===== src/rtl/inv_square_recover.sv =====
`default_nettype none
// ============================================================================
// Module   : inv_square_recover
// Purpose  : Recovers x = 1/(y*y) from an IEEE-754 single y using one squaring
//            cycle followed by a restoring reciprocal divider (1 bit per clock).
// Revision : 1.0
// ============================================================================
module inv_square_recover #(
   parameter int QBITS = 24
) (
   input  logic        clk,
   input  logic        rst,
   input  logic [31:0] DataIn,
   input  logic        in_valid,
   output logic        in_ready,
   output logic [31:0] DataOut,
   output logic        out_valid,
   input  logic        out_ready,
   output logic        busy
);

   localparam int          CW      = $clog2(QBITS + 1);
   localparam logic [31:0] C_INF   = 32'h7F80_0000;
   localparam logic [31:0] C_ZERO  = 32'h0000_0000;
   localparam logic [31:0] C_QNAN  = 32'h7FC0_0000;
   localparam logic [23:0] C_ONE   = 24'h80_0000;
   localparam logic [25:0] C_TWO   = 26'h100_0000;

   typedef enum logic [2:0] {
      S_IDLE   = 3'd0,
      S_SQUARE = 3'd1,
      S_DIV    = 3'd2,
      S_PACK   = 3'd3,
      S_DONE   = 3'd4
   } state_t;

   state_t            r_state;
   logic [7:0]        r_exp;
   logic [22:0]       r_frac;
   logic [23:0]       r_m2;
   logic [9:0]        r_e2;
   logic              r_one;
   logic [25:0]       r_rem;
   logic [QBITS-1:0]  r_q;
   logic [CW-1:0]     r_cnt;

   // Sign is dropped: the square is always positive.
   logic [30:0] w_mag;
   assign w_mag = 31'(DataIn);

   logic [23:0] w_m;
   logic [24:0] w_phi;
   logic        w_n;
   logic [23:0] w_m2;
   logic [9:0]  w_e2;
   assign w_m   = {1'b1, r_frac};
   assign w_phi = 25'(({24'd0, w_m} * {24'd0, w_m}) >> 23);
   assign w_n   = w_phi[24];
   assign w_m2  = w_n ? w_phi[24:1] : w_phi[23:0];
   assign w_e2  = (({2'b00, r_exp} - 10'd127) << 1) + {9'd0, w_n};

   logic        w_ge;
   logic [25:0] w_rem_nx;
   assign w_ge     = (r_rem >= {2'b00, r_m2});
   assign w_rem_nx = w_ge ? (r_rem - {2'b00, r_m2}) : r_rem;

   // Quotient of 2/M2 lies in (1,2) unless M2 is exactly 1.0.
   logic               w_adj;
   logic signed [9:0]  w_eb;
   logic [22:0]        w_mant;
   logic [31:0]        w_pack;
   assign w_adj  = ~r_one;
   assign w_eb   = $signed(10'd127 - r_e2 - {9'd0, w_adj});
   assign w_mant = r_one ? 23'd0 : 23'({r_q, 24'd0} >> QBITS);

   always_comb begin
      w_pack = {1'b0, w_eb[7:0], w_mant};
      if (w_eb >= 10'sd255)
         w_pack = C_INF;
      else if (w_eb <= 10'sd0)
         w_pack = C_ZERO;
   end

   assign in_ready = (r_state == S_IDLE);
   assign busy     = (r_state != S_IDLE);

   always_ff @(posedge clk or negedge rst) begin
      if (!rst) begin
         r_state   <= S_IDLE;
         r_exp     <= '0;
         r_frac    <= '0;
         r_m2      <= '0;
         r_e2      <= '0;
         r_one     <= 1'b0;
         r_rem     <= '0;
         r_q       <= '0;
         r_cnt     <= '0;
         DataOut   <= '0;
         out_valid <= 1'b0;
      end else begin
         case (r_state)
            S_IDLE: begin
               if (in_valid) begin
                  if (w_mag[30:23] == 8'd0) begin
                     DataOut   <= C_INF;
                     out_valid <= 1'b1;
                     r_state   <= S_DONE;
                  end else if (w_mag[30:23] == 8'hFF) begin
                     DataOut   <= (w_mag[22:0] == 23'd0) ? C_ZERO : C_QNAN;
                     out_valid <= 1'b1;
                     r_state   <= S_DONE;
                  end else begin
                     r_exp   <= w_mag[30:23];
                     r_frac  <= w_mag[22:0];
                     r_state <= S_SQUARE;
                  end
               end
            end
            S_SQUARE: begin
               r_m2    <= w_m2;
               r_e2    <= w_e2;
               r_one   <= (w_m2 == C_ONE);
               r_rem   <= C_TWO;
               r_q     <= '0;
               r_cnt   <= '0;
               r_state <= S_DIV;
            end
            S_DIV: begin
               r_q   <= {r_q[QBITS-2:0], w_ge};
               r_rem <= w_rem_nx << 1;
               r_cnt <= r_cnt + 1'b1;
               if (r_cnt == CW'(QBITS - 1))
                  r_state <= S_PACK;
            end
            S_PACK: begin
               DataOut   <= w_pack;
               out_valid <= 1'b1;
               r_state   <= S_DONE;
            end
            S_DONE: begin
               if (out_ready) begin
                  out_valid <= 1'b0;
                  r_state   <= S_IDLE;
               end
            end
            default: r_state <= S_IDLE;
         endcase
      end
   end

endmodule
`default_nettype wire


===== config.mk =====
export PLATFORM = sky130hd
export DESIGN_NAME = inv_square_recover
export DESIGN_NICKNAME = d
export VERILOG_FILES = /design/src/rtl/inv_square_recover.sv
export SDC_FILE = /design/constraint.sdc
export NUM_CORES = 1
export LEC_CHECK = 0
export ABC_AREA = 1
export CORE_MARGIN = 5
export CORE_UTILIZATION = 50
export DETAILED_ROUTE_END_ITERATION = 6
export PLACE_DENSITY_LB_ADDON = 0.3
export SLEW_MARGIN = 15
export SYNTH_ARGS = -nofsm -noshare
export SYNTH_HDL_FRONTEND = slang
export SYNTH_SLANG_ARGS = --single-unit

===== constraint.sdc =====
create_clock -name clk -period 6.2 [get_ports clk]
set_input_delay 1.24 -clock clk [delete_from_list [all_inputs] [get_ports clk]]
set_output_delay 1.24 -clock clk [all_outputs]
set_load 0.02 [all_outputs]

==> results.txt, run 1 <==
----------------------------------------------------
[Route]
  Detailed-route DRC error count ... 0
  Initial DRC count ... 1255
  Routed length per instance ... 14.9 um
  Routed vias/inst ... 4.88
  Antenna Nets Post-Route ... 0
  Via count ... 21742
  Drt pass-1 iters ... 7
  Detailed Route WL ... 66400 um

[Final layout]
  Area growth syn-to-layout ... 23.2%
  Area of the multi-input gates ... 0.0190 mm2
  Final core utilization ... 62.3%
  Antenna cell count ... 0
  Storage cell area ... 0.00389 mm2
  Fraction of final layout cells with drive strength greater than 1 ... 18.4%
  Number of nets in the layout ... 4439
  Fillers ... 4435

[CTS]
  Source-to-sink clock delay at the later pin of the worst-skew pair ... 0.44 ns
  Longest Clk Path Bufs ... 2
  Hold buffer count at CTS ... 0
  Clk slew on worst S/H paths ... 0.07 ns
  Clk root buf ... clkbuf_16
  Clock Sinks ... 154
  Cts bufs inserted ... 17
  TritonCTS clock tree ... built
  H-tree depth reported by CTS ... 4

[Worst setup path]
  Critical-path maximum fanout ... 5
  Data arrival time of the worst path ... 7.16 ns
  CP max-delay cell ... fa_1
  R2R setup slack ... -0.58 ns
  Data required time at the worst endpoint ... 6.58 ns
  Type of element launching the critical path ... flop
  Critical Path Most Common Cell ... nand2_1
  Crit path kind ... reg -> reg
  CP peak stage delay ... 0.54 ns
  Endpoint kind of the worst setup timing path ... flop

[Synthesis]
  Register area share after synthesis ... 14.9%
  Number of warning messages in the yosys log ... 0
  Fraction of synthesized cell area taken by the top area cell type ... 32.8%
  Nets in the synthesized netlist ... 4047
  EDFF count, synth ... 0
  Post-synthesis area per instance ... 7.69 um2
  Most frequent cells after synthesis ... inv_1 (956), nand2_1 (866), fa_1 (425)
  Top flip-flop cell by instance count after synthesis ... dfrtp_1
  Post-synthesis instance area ... 0.0259 mm2
  Library cell with the highest instance count after synthesis ... inv_1
  Number of distinct library cells after synthesis ... 55
  Largest area contributor in the netlist ... fa_1
  Number of cells produced by synthesis ... 3371
  Synthesis-stage register bit count ... 154
  Main area contributors after synthesis ... fa_1 (33%), dfrtp_1 (15%), inv_1 (14%), nand2_1 (13%), ha_1 (10%)
  Share of flip-flops with an asynchronous set or reset ... 100%

[Floorplanning]
  Area of the core ... 0.0513 mm2
  Die W ... 238 um
  Starting density of the core ... 50.5%
  Die area ... 0.0565 mm2
  Number of placement rows ... 83
  Top-level I/O count ... 71
  Chip height ... 238 um

[Worst hold path]
  Worst min-delay path class ... reg -> reg

[Timing]
  Final-report max-slew violation count ... 0
  Final critical-path setup slack ... -0.584 ns
  Setup clock skew after layout ... 0.0126 ns
  Worst Hold Slack ... 0.479 ns
  Headroom to the max-slew limit ... 36.3%
  Post-route minimum period ... 6.78 ns
  Tightest Pin Transition ... 0.953 ns
  Final cycle utilization of the critical path ... 109%
  FMAX ... 0.147 GHz
  Final setup TNS ... -7.61 ns
  Final hold violations ... 0
  Number of setup violations in the final report ... 26
  Unrepaired setup endpoints after global routing ... true

[Status]
  Outcome ... complete, but fails checks
  Failing checks ... setup timing

[Global route]
  Final global-route overflow total ... 0
  Combined global-route utilization of all metal layers ... 24.0%
  Number of global-route vias before repair ... 22545
  Number of antenna violations at the first check in global routing ... 0
  Pin count of the biggest net entering global routing ... 73
  Global-route wire length before repair ... 110000 um

[Job]
  Number of max-capacitance violations reported ... 0

[Place]
  Detailed placer's ending HPWL ... 51900 um
  GPL Wtd Cong ... 0.931
  Setup slack at placement ... -0.650 ns
  Number of buffers inserted by port buffering ... 68

----------------------------------------------------
## path summary, 6_finish.rpt
| kind | start | end | cells after the start |
|---|---|---|---|
| max in group asynchronous | rst | r_frac[12] | 2 |
| min in group asynchronous | rst | r_rem[11] | 1 |
| hold reg to reg | r_cnt[4] | r_cnt[4] | 1 |
| setup / recovery | r_frac[13] | r_one | 35 |
| setup reg to reg | r_frac[13] | r_one | 35 |
| hold / removal | r_cnt[4] | r_cnt[4] | 1 |
## stage by stage
step / cell area, um2 / instances
floorplan: 26500 / 3371
global placement: 29900 / 4353
detailed placement: 29900 / 4353
CTS: 31300 / 4437
global route: 31900 / 4456
finish: 31900 / 4456
## per-layer routing
| metal | global-route usage, % | vias up | wire length, um |
|---|---|---|---|
| li1 | - | 10657 | - |
| met1 | 32.0 | 10494 | 28900 |
| met2 | 42.1 | 488 | 32700 |
| met3 | 3.38 | 103 | 3150 |
| met4 | 5.20 | 0 | 1520 |
| met5 | 0 | - | 0 |
## placed cells by master, fill, tap and decap left out, types with 8 or more instances in the layout
master	instances
inv_1	926
nand2_1	782
fa_1	410
buf_4	341
ha_1	195
dfrtp_1	134
o21ai_0	126
nor2_1	114
a21oi_1	78
nand2_2	73
nand3_1	70
clkdlybuf4s50_1	67
inv_2	38
nand2_4	23
xnor2_1	22
o22ai_1	22
buf_6	22
buf_12	21
ha_4	20
xor2_1	19
nor2_2	18
clkbuf_16	17
nand4_1	16
fa_2	15
or2_2	14
nor3_1	14
dfrtp_2	14
nor2_4	13
a21oi_2	12
o21bai_1	12
nand3b_1	11
nor4_1	8
a21o_1	8
## layout make-up
type / count / area share [%]
clock buffers: 18 / 1.34
clock inverters: 14 / 0.552
inverters: 968 / 11.4
multi-input cells: 2166 / 59.4
flip-flops and latches: 154 / 12.2
well taps: 680 / 2.66
repair buffers: 456 / 12.4
## cells by family (layout without fill, tap and decap cells)
| kind of cell | Yosys count | in the layout | synth area share, % |
|---|---|---|---|
| flops | 154 | 154 | 14.9 |
| compound gates | 306 | 306 | 6.56 |
| buf+inv | 1054 | 1456 | 15.4 |
| mux | 1 | 1 | 0.0434 |
| fa+ha+maj | 640 | 640 | 43.2 |
| xor+xnor | 43 | 43 | 1.45 |
| simple gates | 1172 | 1175 | 18.4 |
| other cells | 1 | 1 | 0.0145 |
## timing repair
action,in CTS,in global routing
setup buffers,49,18
endpoints found under the setup margin,26,26
pin swaps,66,77
gates resized for setup,104,146
gates cloned,3,1
## critical path, delay by kind of cell, from the launching register on
| family | cells | cell delay, ns |
|---|---|---|
| buffers and inverters | 11 | 0.96 |
| adder cells (fa/ha/maj) | 8 | 3.78 |
| flip-flops | 1 | 0.46 |
| XOR/XNOR | 1 | 0.32 |
| AND/OR/NAND/NOR | 15 | 1.18 |
## sequential cells by signal, summed over array words and instances, names as in the netlist
name,cells
r_state,3
out_valid,1
r_exp,8
r_q,23
r_one,1
DataOut,31
r_cnt,5
r_rem,25
r_m2,24
r_e2,10
r_frac,23
Power of run 1 is left out: the tool's default activity adds up to more than one toggle a clock period on the data nets, which glitch-free logic cannot reach.
==> run 2: changes to the inputs <==
- GPL_TIMING_DRIVEN: unset -> 1
==> results of run 2 <==
Final layout, timing and power as in run 1 (identical DEF).
Power of run 2 is left out for the same reason.
==> run 3: changes to the inputs <==
- CORE_UTILIZATION: 50 -> 59
==> run 3 against run 2 <==
- the run still ends with setup timing left
- via count rose by 5.0%
- core utilization rose by 12 points
- fmax decreased by 0.86%
- first-iteration DRC count up 44%
- clock skew increased by 0.0082 ns
- non-clock buffer count up 15
- hold slack got worse by 0.0047 ns
- cell area grew 0.17%
==> results.txt, run 3 (synthesis gave the netlist of run 1 again) <==
----------------------------------------------------
[Status]
  Outcome ... complete, but fails checks
  Failing checks ... setup timing

[Floorplanning]
  Chip height ... 220 um (-7.6%)
  Starting density of the core ... 59.9% (+9.4 points)
  Die area ... 0.0482 mm2 (-15%)
  Die W ... 220 um (-7.6%)
  Area of the core ... 0.0433 mm2 (-16%)
  Number of placement rows ... 76 (-8.4%)
  Top-level I/O count ... 71 (unchanged)

[Worst setup path]
  Critical-path maximum fanout ... 6 (+1)
  CP max-delay cell ... fa_1
  CP peak stage delay ... 0.55 ns (about the same)
  Startpoint of the worst register-to-register path ... r_frac[13]
  Worst r2r dst ... r_one
  Crit path kind ... reg -> reg
  Type of element launching the critical path ... flop
  R2R setup slack ... -0.64 ns (-0.06 ns)
  Endpoint kind of the worst setup timing path ... flop
  Cell depth of the worst flop-to-flop path ... 35 (unchanged)
  Data required time at the worst endpoint ... 6.58 ns (about the same)
  Data arrival time of the worst path ... 7.23 ns (+0.07 ns)

[Route]
  Detailed Route WL ... 72200 um (+8.8%)
  Via count ... 22820 (+5.0%)
  Routed vias/inst ... 5.21 (+6.9%)
  Antenna Nets Post-Route ... 0 (unchanged)
  Detailed-route DRC error count ... 0 (unchanged)
  Drt pass-1 iters ... 6 (-1)
  Initial DRC count ... 1803 (+44%)
  Routed length per instance ... 16.5 um (+11%)

[Final layout]
  Most common cell after layout, fill and taps aside ... inv_1
  Number of flip-flops under the largest register name ... 31 (unchanged)
  Most frequent cells in the layout ... inv_1 (940), nand2_1 (773), fa_1 (413), buf_4 (352), ha_1 (191)
  Largest register by flop count ... DataOut
  Area growth syn-to-layout ... 23.4%
  Largest registers ... DataOut (31), r_rem (25), r_m2 (24)
  Fraction of final layout cells with drive strength greater than 1 ... 18.6% (+0.30 points)
  Fillers ... 3096 (-30%)
  Number of nets in the layout ... 4454 (+0.34%)

[Place]
  GPL Wtd Cong ... 0.923 (-0.92%)
  Setup slack at placement ... -0.676 ns (-0.0260 ns)
  Number of buffers inserted by port buffering ... 68 (unchanged)
  Detailed placer's ending HPWL ... 55000 um (+6.1%)

[Timing]
  Final-report max-slew violation count ... 0 (unchanged)
  Final critical-path setup slack ... -0.642 ns (-0.0589 ns)
  Final hold violations ... 0 (unchanged)
  Headroom to the max-slew limit ... 28.9% (-7.4 points)
  Unrepaired setup endpoints after global routing ... true
  Final cycle utilization of the critical path ... 110% (+0.95 points)
  FMAX ... 0.146 GHz (-0.86%)
  Worst Hold Slack ... 0.474 ns (-0.00467 ns)
  Tightest Pin Transition ... 1.06 ns (+0.110 ns)
  Post-route minimum period ... 6.84 ns (+0.0589 ns)
  Setup clock skew after layout ... 0.0208 ns (+0.00824 ns)
  Number of setup violations in the final report ... 26 (unchanged)
  Final setup TNS ... -10.50 ns (-2.89 ns)

[Global route]
  Global-route wire length before repair ... 119000 um (+7.9%)
  Pin count of the biggest net entering global routing ... 93 (+27%)
  Number of global-route vias before repair ... 24139 (+7.1%)
  Combined global-route utilization of all metal layers ... 30.9% (+6.9 points)
  Final global-route overflow total ... 0 (unchanged)
  Number of antenna violations at the first check in global routing ... 3 (+3)

[CTS]
  Clock Sinks ... 154 (unchanged)
  Clk root buf ... clkbuf_16
  Hold buffer count at CTS ... 0 (unchanged)
  Cts bufs inserted ... 17 (unchanged)
  Source-to-sink clock delay at the later pin of the worst-skew pair ... 0.45 ns (about the same)
  Clk slew on worst S/H paths ... 0.08 ns (about the same)
  TritonCTS clock tree ... built
  H-tree depth reported by CTS ... 4 (unchanged)
  Longest Clk Path Bufs ... 2 (unchanged)

[Worst hold path]
  Worst min-delay path class ... reg -> reg
  Hold Crit Start ... r_cnt[4]
  Hold Path End ... r_cnt[4]
  WHS Path Cells ... 1 (unchanged)

[Job]
  Number of max-capacitance violations reported ... 0 (unchanged)

----------------------------------------------------
==> run 3: cell count changes in the layout (fill, tap and decap cells not counted), sizes merged <==
| cell | delta |
|---|---|
| buf | +15 |
| inv | -1 |
| diode | +1 |
| bufinv | -2 |
| clkinvlp | -1 |
| clkbuf | -1 |
| clkinv | +5 |
==> run 3: routing by layer <==
layer	vias up	global-route usage [%]	share of wire [%]
met3	214	5.77	7.0
li1	10692	-	-
met1	11110	39.7	40
met5	-	0	0.025
met2	802	52.6	49
met4	2	11.4	4.4
==> run 3: worst max-delay path by stage <==
stage,start,cells after the start,endpoint
finish,r_frac[13],35,r_one
global route,r_frac[12],36,r_one
floorplan,r_frac[19],34,r_one
detailed placement,r_frac[14],37,r_one
CTS,r_frac[11],37,r_one
global placement,r_frac[15],31,r_one
==> run 3: repair_timing <==
item,in CTS,in global routing
resized for setup,136,108
pin swaps,55,46
endpoints found under the hold margin,0,0
cloned,2,1
buffers inserted,51,9
endpoints found under the setup margin,26,26
==> run 3: layout make-up <==
class | instances | area (um2) | share of cell area [%]
clock buffer | 17 | 425 | 1.33
clock inverter | 15 | 196 | 0.614
timing repair buffer | 471 | 4090 | 12.8
inverter | 968 | 3630 | 11.4
sequential | 154 | 3900 | 12.2
tap | 585 | 732 | 2.29
antenna | 1 | 2.50 | 0.00782
multi-input combinational | 2166 | 19000 | 59.4
==> run 3: worst max-delay path: cells and delay by family, from the launching register on <==
family / cells / cell delay, ns
flip-flops: 1 / 0.52
buffers and inverters: 10 / 0.98
AO/OA/AOI/OAI: 1 / 0.20
adder cells (fa/ha/maj): 8 / 3.70
AND/OR/NAND/NOR: 16 / 1.32
==> run 3: per-stage QoR <==
stage	area [um2]	utilization, %	std cells
after floorplan	26500	-	3371
after global placement	29900	69.1	4281
after detailed placement	29900	69.1	4281
after CTS	31600	73.0	4366
after global routing	32000	73.9	4377
final	32000	73.9	4377
Power of run 3 is left out for the same reason.
